**config.mk**
```make
export PLATFORM = sky130hd
export DESIGN_NAME = cnt_packet_sender_flat
export DESIGN_NICKNAME = d
export VERILOG_FILES = /design/src/rtl/cnt_pkt_pkg.sv /design/src/rtl/cnt_packet_sender_if.sv /design/src/rtl/rise_detect.sv /design/src/rtl/cnt_packet_sender.sv /design/src/flat_wrapper.sv
export SDC_FILE = /design/constraint.sdc
export NUM_CORES = 1
export LEC_CHECK = 0
export ABC_AREA = 1
export CAP_MARGIN = 10
export CELL_PAD_IN_SITES_DETAIL_PLACEMENT = 2
export CELL_PAD_IN_SITES_GLOBAL_PLACEMENT = 2
export CORE_ASPECT_RATIO = 0.6
export CORE_MARGIN = 2
export CORE_UTILIZATION = 36
export DETAILED_ROUTE_END_ITERATION = 10
export GPL_TIMING_DRIVEN = 0
export PLACE_DENSITY_LB_ADDON = 0.3
export SETUP_SLACK_MARGIN = 0.05
export SLEW_MARGIN = 20
export SYNTH_ARGS = -nofsm -noshare
export SYNTH_HDL_FRONTEND = slang
export SYNTH_HIERARCHICAL = 1
export SYNTH_SLANG_ARGS = --single-unit
```
**constraint.sdc**
```tcl
create_clock -name clk -period 28.2 [get_ports clk]
set_input_delay 5.64 -clock clk [delete_from_list [all_inputs] [get_ports clk]]
set_output_delay 5.64 -clock clk [all_outputs]
set_load 0.02 [all_outputs]
```
**src/rtl/cnt_pkt_pkg.sv**
```systemverilog
// Shared definitions for the counter packet sender: packet field offsets,
// counter count/width and the FSM state encoding.
package cnt_pkt_pkg;

  localparam int NUM_CNT     = 4;
  localparam int CNT_W       = 32;
  localparam int IDX_W       = 4;

  localparam int VALID_BIT   = 48;
  localparam int DLEAF_LSB   = 45;
  localparam int DPORT_LSB   = 41;
  localparam int IDX_LSB     = 37;
  localparam int SLEAF_LSB   = 34;
  localparam int PAYLOAD_LSB = 0;

  typedef enum logic [2:0] {
    IDLE   = 3'd0,
    COUNT  = 3'd1,
    HOLD   = 3'd2,
    SEND   = 3'd3,
    FINISH = 3'd4
  } cnt_state_t;

endpackage

```
**src/rtl/cnt_packet_sender_if.sv**
```systemverilog
// BFT-side link of the counter packet sender: outbound user stream in,
// merged stream out, and the BFT's per-cycle reject.
interface cnt_packet_sender_if #(
  parameter int PACKET_BITS = 49
);
  logic [PACKET_BITS-1:0] stream_in;
  logic [PACKET_BITS-1:0] dout_leaf_interface2bft;
  logic                   resend;

  modport master (
    input  stream_in,
    input  resend,
    output dout_leaf_interface2bft
  );

  modport slave (
    output stream_in,
    output resend,
    input  dout_leaf_interface2bft
  );
endinterface

```
**src/rtl/rise_detect.sv**
```systemverilog
// Rising-edge detector: registers the previous input and flags 0->1 changes.
module rise_detect #(
  parameter int data_width = 1
) (
  input  logic                  clk,
  input  logic                  reset,
  input  logic [data_width-1:0] din,
  output logic [data_width-1:0] rise
);
  logic [data_width-1:0] prev_q;

  always_ff @(posedge clk) begin
    if (reset) prev_q <= '0;
    else       prev_q <= din;
  end

  assign rise = din & ~prev_q;
endmodule

```
**src/rtl/cnt_packet_sender.sv**
```systemverilog
// Counts kernel activity between ap_start and done, then injects four counter
// packets into idle BFT slots after a fixed holdoff.
module cnt_packet_sender
  import cnt_pkt_pkg::*;
#(
  parameter int PACKET_BITS    = 49,
  parameter int NUM_LEAF_BITS  = 3,
  parameter int NUM_PORT_BITS  = 4,
  parameter int SELF_LEAF      = 2,
  parameter int DEST_LEAF      = 1,
  parameter int DEST_PORT      = 2,
  parameter int HOLDOFF_CYCLES = 16
) (
  input  logic                       clk,
  input  logic                       reset,
  input  logic                       ap_start,
  input  logic                       done,
  input  logic                       in_vld,
  input  logic                       in_ack,
  input  logic                       out_vld,
  input  logic                       out_ack,
  cnt_packet_sender_if.master        bft,
  output logic                       busy
);
  localparam int SEL_W = $clog2(NUM_CNT);
  localparam int TMR_W = (HOLDOFF_CYCLES > 1) ? $clog2(HOLDOFF_CYCLES) : 1;

  cnt_state_t             state_q;
  logic [SEL_W-1:0]       idx_q;
  logic [TMR_W-1:0]       timer_q;
  logic [CNT_W-1:0]       cnt_cycles_q, cnt_in_q, cnt_out_q, cnt_stall_q;
  logic [CNT_W-1:0]       lat_q   [NUM_CNT];
  logic [CNT_W-1:0]       cnt_nxt [NUM_CNT];
  logic                   start_rise;
  logic                   cnt_slot;
  logic [PACKET_BITS-1:0] cnt_pkt;

  function automatic logic [CNT_W-1:0] sat_inc(input logic [CNT_W-1:0] v,
                                               input logic             en);
    return (en && (v != {CNT_W{1'b1}})) ? v + CNT_W'(1) : v;
  endfunction

  rise_detect #(.data_width(1)) u_rise (
    .clk   (clk),
    .reset (reset),
    .din   (ap_start),
    .rise  (start_rise)
  );

  always_comb begin
    cnt_nxt[0] = sat_inc(cnt_cycles_q, 1'b1);
    cnt_nxt[1] = sat_inc(cnt_in_q,     in_vld  & in_ack);
    cnt_nxt[2] = sat_inc(cnt_out_q,    out_vld & out_ack);
    cnt_nxt[3] = sat_inc(cnt_stall_q,  out_vld & ~out_ack);
  end

  // Counter packets only take slots the user stream leaves empty.
  always_comb begin
    cnt_pkt                                = '0;
    cnt_pkt[VALID_BIT]                     = 1'b1;
    cnt_pkt[DLEAF_LSB +: NUM_LEAF_BITS]    = NUM_LEAF_BITS'(DEST_LEAF);
    cnt_pkt[DPORT_LSB +: NUM_PORT_BITS]    = NUM_PORT_BITS'(DEST_PORT);
    cnt_pkt[IDX_LSB +: IDX_W]              = IDX_W'(idx_q);
    cnt_pkt[SLEAF_LSB +: NUM_LEAF_BITS]    = NUM_LEAF_BITS'(SELF_LEAF);
    cnt_pkt[PAYLOAD_LSB +: CNT_W]          = lat_q[idx_q];
    cnt_slot = (state_q == SEND) && !reset && !bft.stream_in[VALID_BIT];
    bft.dout_leaf_interface2bft = cnt_slot ? cnt_pkt : bft.stream_in;
  end

  always_ff @(posedge clk) begin
    if (reset) begin
      state_q      <= IDLE;
      idx_q        <= '0;
      timer_q      <= '0;
      cnt_cycles_q <= '0;
      cnt_in_q     <= '0;
      cnt_out_q    <= '0;
      cnt_stall_q  <= '0;
      for (int i = 0; i < NUM_CNT; i++) lat_q[i] <= '0;
      busy         <= 1'b0;
    end else if (start_rise) begin
      // A new kernel run abandons whatever burst was in flight.
      state_q      <= COUNT;
      idx_q        <= '0;
      timer_q      <= '0;
      cnt_cycles_q <= '0;
      cnt_in_q     <= '0;
      cnt_out_q    <= '0;
      cnt_stall_q  <= '0;
      busy         <= 1'b0;
    end else begin
      case (state_q)
        COUNT: begin
          cnt_cycles_q <= cnt_nxt[0];
          cnt_in_q     <= cnt_nxt[1];
          cnt_out_q    <= cnt_nxt[2];
          cnt_stall_q  <= cnt_nxt[3];
          if (done) begin
            for (int i = 0; i < NUM_CNT; i++) lat_q[i] <= cnt_nxt[i];
            timer_q <= '0;
            state_q <= HOLD;
            busy    <= 1'b1;
          end
        end
        HOLD: begin
          if (timer_q == TMR_W'(HOLDOFF_CYCLES - 1)) begin
            state_q <= SEND;
            idx_q   <= '0;
          end else begin
            timer_q <= timer_q + TMR_W'(1);
          end
        end
        SEND: begin
          if (cnt_slot && !bft.resend) begin
            if (idx_q == SEL_W'(NUM_CNT - 1)) begin
              state_q <= FINISH;
              idx_q   <= '0;
              busy    <= 1'b0;
            end else begin
              idx_q <= idx_q + SEL_W'(1);
            end
          end
        end
        FINISH:  state_q <= IDLE;
        default: state_q <= IDLE;
      endcase
    end
  end
endmodule

```
**src/flat_wrapper.sv**
```systemverilog
// flat-port wrapper written by rule: the top's interface ports become plain ports
module cnt_packet_sender_flat import cnt_pkt_pkg::*;
#(
  parameter int PACKET_BITS    = 49,
  parameter int NUM_LEAF_BITS  = 3,
  parameter int NUM_PORT_BITS  = 4,
  parameter int SELF_LEAF      = 2,
  parameter int DEST_LEAF      = 1,
  parameter int DEST_PORT      = 2,
  parameter int HOLDOFF_CYCLES = 16
)
  (clk, reset, ap_start, done, in_vld, in_ack, out_vld, out_ack, busy, bft_stream_in, bft_resend, bft_dout_leaf_interface2bft);
  cnt_packet_sender_if #(.PACKET_BITS(PACKET_BITS)) bft_i ();
  input  logic clk;
  input  logic reset;
  input  logic ap_start;
  input  logic done;
  input  logic in_vld;
  input  logic in_ack;
  input  logic out_vld;
  input  logic out_ack;
  output logic busy;
  input wire logic [$bits(bft_i.stream_in)-1:0] bft_stream_in;
  input wire logic [$bits(bft_i.resend)-1:0] bft_resend;
  output wire logic [$bits(bft_i.dout_leaf_interface2bft)-1:0] bft_dout_leaf_interface2bft;
  assign bft_i.stream_in = bft_stream_in;
  assign bft_i.resend = bft_resend;
  assign bft_dout_leaf_interface2bft = bft_i.dout_leaf_interface2bft;
  cnt_packet_sender #(.PACKET_BITS(PACKET_BITS), .NUM_LEAF_BITS(NUM_LEAF_BITS), .NUM_PORT_BITS(NUM_PORT_BITS), .SELF_LEAF(SELF_LEAF), .DEST_LEAF(DEST_LEAF), .DEST_PORT(DEST_PORT), .HOLDOFF_CYCLES(HOLDOFF_CYCLES)) u_core (.clk(clk), .reset(reset), .ap_start(ap_start), .done(done), .in_vld(in_vld), .in_ack(in_ack), .out_vld(out_vld), .out_ack(out_ack), .bft(bft_i), .busy(busy));
endmodule
```
# ---- Yosys cells after proc, flatten, opt, wreduce, memory -nomap -nowiden
# Memory sizes are Yosys's and may differ from the RTL's. A register that Yosys moved wholly into a read port is not among the register bits.
# Index checks and enable logic that the tools add are counted.
dict set report word_totals {
  regBits 139
  ramBits 128
  input_bits 58
  output_inout_bits 50
  wordCells 98
  mem_count 1
}
# memory depth width rd rd_ports_with_merged_regs wr line
set mem_list {}
lappend mem_list {u_core.lat_q 4 32 1 1 4 cnt_packet_sender.sv:32} ;# logic [CNT_W-1:0] lat_q [NUM_CNT];
dict set report classes {
  addsub 6
  eq_ne 18
  muxes 35
  bitwise_logic 10
  reduce_logical 18
}
# op n
set op_table {}
lappend op_table {{two-way mux 32 bit} 8}
lappend op_table {{adder 32 x 1 -> 32 bit (second input constant)} 4}
lappend op_table {{!= test 32 bit (second input constant)} 4}
lappend op_table {{two-way mux 49 bit} 1}
lappend op_table {{two-way mux 3 bit} 4}
lappend op_table {{AND reduction 4 bit} 3}
lappend op_table {{two-way mux 1 bit} 11}
lappend op_table {{two-way mux 2 bit} 5}
lappend op_table {{!= test 3 x 2 -> 1 bit (second input constant)} 3}
lappend op_table {{one-hot mux 3 bit (3 select lines)} 1}
lappend op_table {{two-way mux 4 bit} 2}
lappend op_table {{!= test 2 bit (second input constant)} 4}
lappend op_table {{one-hot mux 4 bit (2 select lines)} 1}
lappend op_table {{== test 3 x 2 -> 1 bit (second input constant)} 2}
lappend op_table {{logical AND 1 bit} 6}
lappend op_table {{AND reduction 3 bit} 2}
lappend op_table {{nonzero test 2 bit} 3}
lappend op_table {{adder 4 x 1 -> 4 bit (second input constant)} 1}
lappend op_table {{AND 1 bit} 4}
lappend op_table {{== test 4 bit (second input constant)} 1}
lappend op_table {{OR 1 bit} 4}
lappend op_table {{one-hot mux 2 bit (2 select lines)} 1}
lappend op_table {{== test 3 x 1 -> 1 bit (second input constant)} 1}
lappend op_table {{logical NOT 1 bit} 3}
lappend op_table {{7 further kinds} 8}

# ---- Longest topological paths before layout
dict set report logic_depth {
  ltp_word 8
  depth_mapped 12
  ltp_nobuf 12
}

# ---- By module
# Netlist, hierarchy kept.
# module n_inst cells_per_inst area_each_um2 seq_area_each_um2
set modules_own_cells {}
lappend modules_own_cells {cnt_packet_sender 1 2419 16346.9 6646.4}
lappend modules_own_cells {rise_detect 1 4 31.3 20.0}

# ---- Worst setup path after synthesis
# Ideal clock, no wire load.
dict set report synth_path {
  path_type {in2reg}
  from {input done}
  to {memory u_core.lat_q[0][0] (enable)}
  setup_time_ps 792
  t_arrival_ps 14729
  required_ps 27408
  slack_ps 12678
  stages 2
  n_path_buf 0
  path_cell_list {nand2_1 -> o21ai_0}
}
# element line
set synth_lines {}
lappend synth_lines {{from (decl)} flat_wrapper.sv:17} ;# input logic done;
lappend synth_lines {{to (decl)} cnt_packet_sender.sv:32}

# ---- Worst setup path after layout
dict set report layout_path {
  from {input reset}
  to {output bft_dout_leaf_interface2bft[22]}
}
dict set report layout_between {
  elab_chain_cells 4
}
# element line
set layout_rtl {}
lappend layout_rtl {{from (decl)} flat_wrapper.sv:15} ;# input logic reset;
lappend layout_rtl {{logical NOT 1 bit} cnt_packet_sender.sv:66} ;# cnt_slot = (state_q == SEND) && !reset && !bft.stream_in[VALID_BIT];
lappend layout_rtl {{logical AND 1 bit (2 in a row)} cnt_packet_sender.sv:66}
lappend layout_rtl {{two-way mux 49 bit} cnt_packet_sender.sv:67} ;# bft.dout_leaf_interface2bft = cnt_slot ? cnt_pkt : bft.stream_in;
lappend layout_rtl {{to (decl)} flat_wrapper.sv:25} ;# output wire logic [$bits(bft_i.dout_leaf_interface2bft)-1:0] bft_dout_leaf_interface2bft;
# No other way between the ends.

==> impl_metrics.yaml <==
sta:
  period_share_pct: 50.54
  rsz0062_at_grt: "false"
  drv_slew: 0
  fin_crit_ns: 14.25
  hold_viol_final: 0
  max_freq_mhz: 70.16
  skew_ns: 0.01925
  maxSlewHeadroom_pct: 29.35
  finalSetupViolations: 0
  fin_setup_tns_ns: 0
  worstMarginPinSlew_ns: 1.060
global_routing:
  grt_usage_pct: 34.23
  grt-ovfl-total: 0
  antenna_found_initial: 2
  grt_max_degree: 26
  grt_pass1_vias: 18840
  grt_pass1_wl_mm: 121.7
logic_synthesis:
  syn_area_per_cell_um2: 6.759
  synth-compound-area-share_pct: 11.34
  synth_cell_types: 38
  synth_area_um2: 16380
  synth_top_area_share_pct: 23.47
  synth_fa_ha_area_share_pct: 0.4584
  syn_inst: 2423
  synth_top_family_by_area: "simple AND/OR/NAND/NOR gates"
  synthArstFlopShare_pct: 0
  synthFlopType: "dfxtp_1"
  synth_area_leaders: "edfxtp_1 (23%), dfxtp_1 (17%), nand2_1 (17%)"
  synth.largest_area_cell: "edfxtp_1"
  synth_seq_area_share_pct: 40.70
  synth_simple_gate_area_share_pct: 34.89
  yosys_warnings: 6
  synth-edff-count: 128
  ys_seq_elements: 269
  synthMuxAreaShare_pct: 0
  synth_nets: 2487
  synth_xor_area_share_pct: 2.460
clock_tree:
  ctsRootBufferMaster: "clkbuf_16"
  post_cts_resized: 0
  cts_setup_buffers: 0
  clk_latency_ns: 0.60
  clk_path_buf_depth: 3
  cts_hold_buf: 0
  cts_sinks: 269
  cts_tree: "done"
  path_clk_slew_ns: 0.06
  htreeDepth: 1
  cts_buffers: 30
floorplan:
  fp.dieH_um: 169.2
  rows: 60
  io_pins: 108
  core-area_um2: 44820
  die_x_um: 279.4
  start_util_pct: 36.54
  die_area_um2: 47270
final_layout:
  num-fill-cells: 5370
  layoutNonFillerInstCount: 3181
  num_antenna_cells: 0
  multi_input_area_um2: 8061
  drive_gt1_share_pct: 5.826
  seqCellArea_um2: 6666
  nNetsFinal: 2632
  final_cell_mix: "nand2_1 (720), nor2_1 (354), inv_1 (291)"
  layout_commonest_cell: "nand2_1"
  syn_to_final_growth_pct: 18.62
power:
  power_mw: 1.070
  p_leak_nw: 7.736
  ir_worst_vdd_mv: 0.03940
  p_per_area_nw_per_um2: 55.09
detailed_routing:
  drtPass1Iterations: 5
  wl_met3_mm: 6.737
  wl_per_cell_um: 25.68
  vias_per_cell: 5.683
  drt-total-wl_mm: 81.68
  drcViolationCount: 0
  met2WireLength_mm: 35.04
  vias: 18080
  drt_iter0_drc: 1603
  m1WireLength_mm: 37.23
  routed.top_layer: "met4"
  ant_nets: 0
job:
  drv_cap: 0
critical_path:
  crit_arrival_ns: 8.61
  end_kind: "output port"
  crit_fanout: 10
  required_ns: 22.56
  worstSetupPathType: "primary input to output port"
  start_kind: "primary input"
outcome:
  status: "finished, final reports clean"
placement:
  place.gp.congestion: 0.9746
  hpwl_mm: 63.34
  io_buffer_count: 107
  place_inst: 3125
min_path:
  hold_path_class: "flip-flop to flip-flop"
-- flip-flops by register name, indices dropped and copies added (netlist names), named ones only --
| register | count |
|---|---|
| u_core/lat_q | 128 |
| u_core/cnt_cycles_q | 32 |
| u_core/cnt_in_q | 32 |
| u_core/cnt_out_q | 32 |
| u_core/cnt_stall_q | 32 |
| u_core/timer_q | 4 |
| u_core/state_q | 3 |
| u_core/idx_q | 2 |
| u_core/busy | 1 |
| u_core/u_rise/prev_q | 1 |
-- kinds of logic (layout without fill, tap and decap cells) --
family	after synthesis	count (layout)
AND/OR/NAND/NOR	1370	1370
flip-flops	269	269
adder cells (fa/ha/maj)	6	6
buffers and inverters	399	568
AO/OA/AOI/OAI	333	333
XOR/XNOR	46	46
-- power breakdown --
part           total (mW)  leakage (nW)  switching [mW]  internal, mW
clock               0.445         0.506           0.190         0.255
sequential          0.463          2.48          0.0292         0.433
combinational       0.163          4.75           0.110        0.0532
total                1.07          7.74           0.329         0.742
-- path summary, 6_finish.rpt --
| kind | slack [ns] | depth (start not counted) | to | from |
|---|---|---|---|---|
| hold reg to reg | 0.48 | 2 | u_core/busy$_SDFFE_PP0P_ | u_core/busy$_SDFFE_PP0P_ |
| setup reg to reg | 24.87 | 8 | u_core/lat_q[1][12]$_SDFFCE_PN0P_ | u_core/u_rise/prev_q$_SDFF_PP0_ |
| setup / recovery | 13.95 | 9 | bft_dout_leaf_interface2bft[22] | reset |
| hold / removal | 0.48 | 2 | u_core/busy$_SDFFE_PP0P_ | u_core/busy$_SDFFE_PP0P_ |
-- layer usage --
metal	vias to the layer above	GRT usage [%]
li1	8060	-
met1	9176	48.55
met2	694	52.92
met3	147	6.456
met4	0	10.03
met5	-	0
-- synth_stat cells, types with 23 or more instances --
library cell,n
a21oi_1,192
nand2_2,29
nand4_1,24
inv_1,291
xor2_1,45
edfxtp_1,128
nor2_1,354
o21ai_0,81
dfxtp_1,141
o32ai_1,32
clkbuf_1,61
nand2_1,720
buf_2,23
nand3_1,202
-- worst max-delay path, cell delays in order --
cell and delay [ns]:
clkdlybuf4s50_1 0.57, inv_1 0.12, nand3_1 0.11, buf_2 0.34, clkinv_1 0.50, clkbuf_1 0.45
nand2_1 0.23, nand2_1 0.07, clkdlybuf4s50_1 0.56
-- layout make-up --
cell class | count | area share, %
plain buffers | 103 | 2.834
multi-input cells | 1755 | 41.50
well taps | 589 | 3.793
flip-flops and latches | 269 | 34.31
clock buffers | 39 | 4.302
inverters | 296 | 5.719
clock inverters | 17 | 1.179
repair buffers | 113 | 6.363
-- through the flow --
stage	worst slack (ns)	instance area, um2	hold WS [ns]	util [%]
after floorplan	12.68	16380	0.4552	-
after global placement	7.446	18190	0.4836	40.58
after detailed placement	13.99	18360	0.4704	40.97
after CTS	13.98	19430	0.4812	43.35
after global routing	13.90	19430	0.5031	43.35
final	13.95	19430	0.4776	43.35
(Power assumes the default switching activity.)
